### config.mk
export PLATFORM = sky130hd
export DESIGN_NAME = axi_stream_rr_arbiter
export DESIGN_NICKNAME = d
export VERILOG_FILES = /design/src/rtl/axi_stream_arb_pkg.sv /design/src/rtl/rr_priority_picker.sv /design/src/rtl/axi_stream_rr_arbiter.sv
export SDC_FILE = /design/constraint.sdc
export NUM_CORES = 1
export LEC_CHECK = 0
export ABC_AREA = 1
export CAP_MARGIN = 20
export CORE_MARGIN = 5
export CORE_UTILIZATION = 34
export DETAILED_ROUTE_END_ITERATION = 12
export PLACE_DENSITY = 0.77
export SYNTH_ARGS = -nofsm -noshare
export SYNTH_HDL_FRONTEND = slang
export SYNTH_SLANG_ARGS = --single-unit
### constraint.sdc
create_clock -name clk -period 3.13 [get_ports clk]
set_input_delay 0.939 -clock clk [delete_from_list [all_inputs] [get_ports clk]]
set_output_delay 0.939 -clock clk [all_outputs]
set_load 0.01 [all_outputs]
### src/rtl/axi_stream_arb_pkg.sv
// Shared types and helpers for the AXI-Stream packet arbiters.
package axi_stream_arb_pkg;

  // IDLE arbitrates freely; LOCKED pins the grant until the last beat.
  typedef enum logic [0:0] {
    ARB_IDLE   = 1'b0,
    ARB_LOCKED = 1'b1
  } arb_state_e;

  // Round-robin successor of ptr among n sources.
  function automatic int rr_next(input int ptr, input int n);
    return ((ptr + 1) >= n) ? 0 : (ptr + 1);
  endfunction

endpackage

### src/rtl/rr_priority_picker.sv
// Combinational round-robin picker: first asserted request at or after ptr,
// wrapping modulo N. Equivalent to rotate / priority-encode / unrotate.
module rr_priority_picker #(
  parameter int  N = 4,
  localparam int W = (N > 1) ? $clog2(N) : 1
) (
  input  logic [N-1:0] req,
  input  logic [W-1:0] ptr,
  output logic         gnt_valid,
  output logic [W-1:0] gnt_id
);

  int idx;

  // Walk candidates from farthest to nearest so the nearest request wins.
  always_comb begin
    gnt_valid = 1'b0;
    gnt_id    = '0;
    idx       = 0;
    for (int k = N - 1; k >= 0; k--) begin
      idx       = ((int'(ptr) + k) >= N) ? (int'(ptr) + k - N) : (int'(ptr) + k);
      gnt_valid = gnt_valid | req[idx];
      gnt_id    = req[idx] ? W'(idx) : gnt_id;
    end
  end

endmodule

### src/rtl/axi_stream_rr_arbiter.sv
// N-to-1 AXI-Stream packet arbiter with round-robin fairness per packet and a
// single registered output stage (no skid buffer).
module axi_stream_rr_arbiter
  import axi_stream_arb_pkg::*;
#(
  parameter int  NUM_SRC    = 4,
  parameter int  DATA_WIDTH = 32,
  localparam int ID_WIDTH   = (NUM_SRC > 1) ? $clog2(NUM_SRC) : 1
) (
  input  logic                          clk,
  input  logic                          rst_n,
  input  logic [NUM_SRC*DATA_WIDTH-1:0] s_data,
  input  logic [NUM_SRC-1:0]            s_valid,
  input  logic [NUM_SRC-1:0]            s_last,
  output logic [NUM_SRC-1:0]            s_ready,
  output logic [DATA_WIDTH-1:0]         m_data,
  output logic                          m_valid,
  output logic                          m_last,
  input  logic                          m_ready,
  output logic [ID_WIDTH-1:0]           m_id,
  output logic                          busy
);

  arb_state_e              state_q, state_d;
  logic [ID_WIDTH-1:0]     lock_id_q, lock_id_d;
  logic [ID_WIDTH-1:0]     rr_ptr_q, rr_ptr_d;
  logic [DATA_WIDTH-1:0]   m_data_q, m_data_d;
  logic                    m_valid_q, m_valid_d;
  logic                    m_last_q, m_last_d;
  logic [ID_WIDTH-1:0]     m_id_q, m_id_d;
  logic                    busy_q, busy_d;

  logic                    pick_valid_s;
  logic [ID_WIDTH-1:0]     pick_id_s;
  logic                    gnt_valid_s;
  logic [ID_WIDTH-1:0]     gnt_id_s;
  logic                    out_en_s;
  logic                    accept_s;
  logic [DATA_WIDTH-1:0]   beat_data_s;
  logic                    beat_last_s;

  rr_priority_picker #(.N(NUM_SRC)) u_picker (
    .req       (s_valid),
    .ptr       (rr_ptr_q),
    .gnt_valid (pick_valid_s),
    .gnt_id    (pick_id_s)
  );

  // Grant: free round-robin pick in IDLE, pinned to the packet owner in LOCKED.
  always_comb begin
    gnt_valid_s = pick_valid_s;
    gnt_id_s    = pick_id_s;
    if (state_q == ARB_LOCKED) begin
      gnt_valid_s = 1'b1;
      gnt_id_s    = lock_id_q;
    end else begin
      gnt_valid_s = pick_valid_s;
      gnt_id_s    = pick_id_s;
    end
  end

  // Handshake: ready follows output-register space; gated by rst_n so no source
  // sees ready while the arbiter is held in reset.
  always_comb begin
    out_en_s    = !m_valid_q || m_ready;
    beat_data_s = s_data[int'(gnt_id_s)*DATA_WIDTH +: DATA_WIDTH];
    beat_last_s = s_last[gnt_id_s];
    accept_s    = rst_n && out_en_s && gnt_valid_s && s_valid[gnt_id_s];
    s_ready     = '0;
    for (int i = 0; i < NUM_SRC; i++) begin
      s_ready[i] = rst_n && out_en_s && gnt_valid_s && (gnt_id_s == ID_WIDTH'(i));
    end
  end

  // Packet-lock FSM and round-robin pointer advance on each packet's last beat.
  always_comb begin
    state_d   = state_q;
    lock_id_d = lock_id_q;
    rr_ptr_d  = rr_ptr_q;
    case (state_q)
      ARB_IDLE: begin
        if (accept_s && beat_last_s) begin
          rr_ptr_d = ID_WIDTH'(rr_next(int'(gnt_id_s), NUM_SRC));
        end else if (accept_s) begin
          state_d   = ARB_LOCKED;
          lock_id_d = gnt_id_s;
        end else begin
          state_d = ARB_IDLE;
        end
      end
      ARB_LOCKED: begin
        if (accept_s && beat_last_s) begin
          state_d  = ARB_IDLE;
          rr_ptr_d = ID_WIDTH'(rr_next(int'(lock_id_q), NUM_SRC));
        end else begin
          state_d = ARB_LOCKED;
        end
      end
      default: begin
        state_d = ARB_IDLE;
      end
    endcase
    busy_d = (state_d == ARB_LOCKED);
  end

  // Output stage: load on accept, drain when consumed with nothing new, else hold.
  always_comb begin
    m_data_d  = m_data_q;
    m_valid_d = m_valid_q;
    m_last_d  = m_last_q;
    m_id_d    = m_id_q;
    if (accept_s) begin
      m_data_d  = beat_data_s;
      m_valid_d = 1'b1;
      m_last_d  = beat_last_s;
      m_id_d    = gnt_id_s;
    end else if (out_en_s) begin
      m_valid_d = 1'b0;
    end else begin
      m_valid_d = m_valid_q;
    end
  end

  // State and output registers.
  always_ff @(posedge clk or negedge rst_n) begin
    if (!rst_n) begin
      state_q   <= ARB_IDLE;
      lock_id_q <= '0;
      rr_ptr_q  <= '0;
      m_data_q  <= '0;
      m_valid_q <= 1'b0;
      m_last_q  <= 1'b0;
      m_id_q    <= '0;
      busy_q    <= 1'b0;
    end else begin
      state_q   <= state_d;
      lock_id_q <= lock_id_d;
      rr_ptr_q  <= rr_ptr_d;
      m_data_q  <= m_data_d;
      m_valid_q <= m_valid_d;
      m_last_q  <= m_last_d;
      m_id_q    <= m_id_d;
      busy_q    <= busy_d;
    end
  end

  assign m_data  = m_data_q;
  assign m_valid = m_valid_q;
  assign m_last  = m_last_q;
  assign m_id    = m_id_q;
  assign busy    = busy_q;

endmodule

After elaboration in Yosys (flattened, before gate mapping)
Cells that the tools add are included.
- input port bits: 139
- bits in registers: 41
- output and inout bits: 41
- logic and storage cells: 89
- muxes and demuxes: 37
- add/subtract/negate cells: 9
- magnitude comparators: 11
- equal/unequal tests: 5
- reduce and logical (&&, ||, !) cells: 14
- bitwise gates (word level): 5
- shift-type cells: 1
- operators with widths (kind ; number):
    $lt A32 B4 Y1 const B ; 4
    $mux W32 ; 4
    $shiftx A128 B8 Y32 ; 1
    $sub A32 B4 Y32 const B ; 3
    $ge A32 B4 Y1 const B ; 2
    $mux W2 ; 9
    $mux W1 ; 16
    $bmux W1 S2 ; 6
    $add A2 B1 Y3 const B ; 3
    $ge A3 B3 Y1 const B ; 3
    $logic_and A1 B1 Y1 ; 8
    $add A2 B2 Y3 const B ; 2
    $eq A2 B2 Y1 const B ; 2
    $pmux W2 S2 ; 1
    $sub A2 B3 Y4 const B ; 1
    $ge A2 B3 Y1 const B ; 1
    $lt A2 B3 Y1 const B ; 1
    $or A1 B1 Y1 ; 3
    $reduce_and A3 Y1 ; 1
    $eq A2 B1 Y1 const B ; 1
    $logic_not A2 Y1 ; 1
    $ne A2 B1 Y1 const B ; 1
    $ne A2 B2 Y1 const B ; 1
    $not A1 Y1 ; 2
    5 further kinds ; 5

Depth between registers and ports, before layout
- word-level depth: 17
- mapped depth: 19
- gate-level depth less buffers: 18

Cells and area by module
A second synthesis with hierarchy kept.
- cell total of the unflattened synthesis: 482
- area, all modules: 3216.8 µm²
- by module, submodules not included (module ; area each (µm²) ; times used ; cells an instance ; seq. area each (µm²)):
    axi_stream_rr_arbiter ; 3024.2 ; 1 ; 440 ; 1026.0
    rr_priority_picker ; 192.7 ; 1 ; 42 ; 0.0

Worst setup path after synthesis
OpenSTA, ideal clock, no wires.
- path type: in2out
- start: in s_valid[3]
- end: out s_ready[0]
- slack: -0.218 ns
- buffers on the path: 2
- data required time: 2.191 ns
- cell stages on the path: 13
- arrival: 2.409 ns
- cells stage by stage: inv_1 > o21ai_0 > nand2_1 > nand3_2 > nand2_1 > nand2_1 > nand3_2 > nand2_4 > buf_6 > buf_2 > ha_1 > inv_1 > nor2_1
- longest elaborated chain between the ends: 10
- elaborated cells between the ends (all ways): 24
- classes of those cells: mux (18); bitwise (3); reduce/logical (3)
- RTL lines (item ; RTL line ; source):
    start: declaration ; axi_stream_rr_arbiter.sv:13 ; input logic [NUM_SRC-1:0] s_valid,
    $bmux W1 S2 ; rr_priority_picker.sv:22, rr_priority_picker.sv:23 ;
    $mux W1 (implied by the code) (2 in series) ; rr_priority_picker.sv:22, rr_priority_picker.sv:23 ;
    $mux W2 (4 in series) ; rr_priority_picker.sv:23 ; gnt_id = req[idx] ? W'(idx) : gnt_id;
    $mux W2 ; axi_stream_rr_arbiter.sv:53 ; if (state_q == ARB_LOCKED) begin
    $logic_not A2 Y1 ; axi_stream_rr_arbiter.sv:71 ; s_ready[i] = rst_n && out_en_s && gnt_valid_s && (gnt_id_s == ID_WIDTH'(i));
    $logic_and A1 B1 Y1 (*) ; axi_stream_rr_arbiter.sv:71 ;
    end: declaration ; axi_stream_rr_arbiter.sv:15 ; output logic [NUM_SRC-1:0] s_ready,
Mark *: on every way between the ends. The rest lies on a longest branch, timed or not. The select of a mux whose other input is x is not followed.

Worst setup path in the final report
- start: in s_valid[1]
- end: out s_ready[1]
- longest elaborated chain between the ends: 10
- elaborated cells between the ends (all ways): 24
- classes of those cells: eq/ne (1); mux (18); bitwise (3); reduce/logical (2)
- RTL lines (item ; RTL line):
    $bmux W1 S2 ; rr_priority_picker.sv:22, rr_priority_picker.sv:23
    $mux W1 (implied by the code) (2 in series) ; rr_priority_picker.sv:22, rr_priority_picker.sv:23
    $mux W2 (4 in series) ; rr_priority_picker.sv:23
    $mux W2 ; axi_stream_rr_arbiter.sv:53
    $eq A2 B1 Y1 ; axi_stream_rr_arbiter.sv:71
    $logic_and A1 B1 Y1 (*) ; axi_stream_rr_arbiter.sv:71
Marked as above.

==> flow_summary.ini <==
[timing]
setup_violations = 3
hold_viol_final = 0
slew_viol_final = 0
fin_skew_ns = 0.00694
timing.hold.ws_ns = 0.480
fin_tns_setup_ns = -0.0691
relSlewSlack_pct = 64.8
max_freq_mhz = 316
finalCritPeriodShare_pct = 101
rsz0062_at_grt = yes
finalCriticalPeriod_ns = 3.16
fin_ws_ns = -0.0340
tightest_slew_ns = 0.529

[worst_setup_path]
cp-start-kind = input port
crit_chain = buf_6, inv_6, o21ai_2, nand2_2, nand3_2, nand2_1, nand2_1, nand3_2, nand2_4, inv_4, ha_4, inv_2, nor2_4, buf_6
crit_type = in2out
crit_buf_inv = 5
cp_max_fo = 5
critPathTopFamily = simple AND/OR/NAND/NOR gates
worst_ep_required_time_ns = 2.19
crit_path_end_kind = output pin
arrival_ns = 2.23
max_stage_delay_ns = 0.17
crit_slowest_cell = o21ai_2

[yosys]
synth_cell_types = 23
syn_inst = 448
synth_compound_area_share_pct = 20.2
synth_mux_area_share_pct = 0
synthAdderAreaFrac_pct = 2.11
yosys_warnings = 0
synth-seq-area-share_pct = 34.6
synth_top_family_by_area = simple AND/OR/NAND/NOR gates
syn_nets = 592
syn_area_um2 = 2960
synth_top_area_share_pct = 34.6
syn_avg_cell_area_um2 = 6.61
synth_area_leaders = dfrtp_1 35%, nand2_1 18%, o21ai_0 11%
yosys.area_share.simple_pct = 32.6
ys_ff_latch = 41
yosys.area_share.xor_xnor_pct = 0
synth_area_leader_cell = dfrtp_1

[cells_and_area]
syn2layout_area_growth_pct = 76.6
instances_no_fill = 748
layout.nets = 783
drive_above_1_share_pct = 15.5
n_antenna_cell = 0
fin_area_um2 = 5230

[drt]
num_vias = 3737
dr.pass1.iters = 4
drtIter0Drc = 78
routed_via_density = 5.00
postRouteWirelength_um = 10600
postRouteAntennaNets = 0
drc_errors = 0
wl_per_cell_um = 14.2

[power]
combPwrFrac_pct = 72.6
vdd_drop_max_mv = 0.582
power_frac_clock_pct = 8.7
swShare_pct = 47.7
p_sw_mw = 2.42
seq_power_share_pct = 18.7
p_int_mw = 2.65
p_leak_nw = 2.37
power_density_nw_per_um2 = 970

[grt]
overflow = 0
antenna_found_initial = 0
grt_max_degree = 45
grt_usage_pct = 19.7
grt_pass1_wl_um = 16900
grt_pass1_vias = 3716

[clock_network]
clockRootBuffer = clkbuf_8
cts_tree = yes
numCtsBuffers = 5
clk_path_buf_depth = 2
clk_latency_ns = 0.29
cts_num_sinks = 41
cts.clk_slew.worst_paths_ns = 0.08
cts-htree-levels = 2
hold_buffers = 0

[floorplan]
core_region_area_um2 = 8590
start_util_pct = 34.5
num_rows = 34
die_area_um2 = 10700
die_h_um = 103
ios = 180
die_w_um = 103

[min_path]
hold_class = reg2reg

[placed_design]
gp_congestion = 0.890
dp.cells = 729
dp_slack_ns = -0.906
port_buffers = 179
post-dp-hpwl_um = 8130
placed_cell_area_um2 = 4940

[run_status]
status = finished with violations
violations = negative setup slack

[job]
cap_violations = 0
==> area by class of cell <==
type | instances | area, µm²
tap | 108 | 135
multi-input combinational | 353 | 1750
fill | 719 | 3360
timing repair buffer | 213 | 2080
clock buffer | 6 | 82.6
sequential | 41 | 1030
inverter | 25 | 114
clock inverter | 2 | 37.5
==> metrics by stage <==
stage / util (%) / total power, mW
after floorplan: - / 3.27
after global placement: 57.5 / 4.34
after detailed placement: 57.5 / 4.46
after CTS: 60.0 / 5.02
after global routing: 60.9 / 5.60
final: 60.9 / 5.07
==> flip-flops by register name (all words and copies together) (netlist names), named ones only <==
name,flops
m_data,32
lock_id_q,2
m_id,2
rr_ptr_q,2
m_last,1
m_valid,1
==> synthesized netlist by cell type <==
master and count:
nand3_1 17, dfrtp_1 41, nand2_4 3, nand2_1 140, inv_1 19, buf_6 11, nand2_2 3, o211a_1 1
a21oi_1 2, clkbuf_1 7, o22ai_1 32, o21ai_1 9, buf_4 3, or2_2 1, buf_2 8, inv_4 1
nor2_2 1, nand3_2 2, o21ai_0 63, o21ai_2 2, nor2_1 72, ha_1 5, inv_2 5
==> worst paths after layout <==
check	startpoint	to	slack, ns	cells past startpoint
worst min register to register	m_data[4]$_DFFE_PN0P_	m_data[4]$_DFFE_PN0P_	0.48	2
min in group asynchronous	rst_n	lock_id_q[1]$_DFFE_PN0P_	0.73	2
worst max register to register	rr_ptr_q[0]$_DFFE_PN0P_	m_data[16]$_DFFE_PN0P_	0.48	17
max in group asynchronous	rst_n	m_data[15]$_DFFE_PN0P_	2.04	2
worst min-delay path	m_data[4]$_DFFE_PN0P_	m_data[4]$_DFFE_PN0P_	0.48	2
worst max-delay path	s_valid[1]	s_ready[1]	-0.03	14
==> power groups by stage <==
stage	logic (mW)	registers, mW	clock network (mW)
CTS	3.62	0.948	0.453
finish	3.68	0.949	0.442
global placement	3.40	0.942	0
floorplan	2.22	1.05	0
global route	4.14	0.978	0.485
detailed placement	3.51	0.951	0
==> placed cells by master (no fill, tap or decap), types with 2 or more instances in the layout <==
cell,instances
o21ai_1,9
inv_6,3
o21ai_0,62
clkdlybuf4s50_1,170
nand2_1,131
o21ai_2,2
ha_1,2
inv_4,2
inv_2,9
buf_12,3
nand2_2,9
dfrtp_1,41
nor2_2,4
nand3_2,5
buf_2,3
nor2_1,67
ha_4,3
nand2_4,6
buf_4,31
nand3_1,14
nor2_4,2
inv_1,11
o22ai_1,32
buf_6,5
clkbuf_8,6
==> layer usage <==
layer  track usage [%]  share of wire [%]  vias up
li1                  -                  -     1842
met5                 0                  0        -
met2              34.0                 49      133
met4              6.08                1.9        0
met1              23.6                 41     1741
met3              5.63                8.1       21
==> worst min-delay path, stage by stage (launching register included) <==
cell	delay, ns
dfrtp_1	0.35
nand2_1	0.05
nand2_1	0.05
==> repair_timing <==
| action | 4_1_cts | 5_1_grt |
|---|---|---|
| pin swaps | 15 | 12 |
| setup endpoints to repair | 36 | 4 |
| gates resized for setup | 50 | 15 |
| buffers inserted | 9 | 3 |
==> logic make-up (layout without fill, tap and decap cells) <==
logic type / after synthesis / in the layout
flops: 41 / 41
compound gates: 109 / 109
simple gates: 239 / 239
buf+inv: 54 / 246
fa+ha+maj: 5 / 5
(Power assumes the default switching activity.)
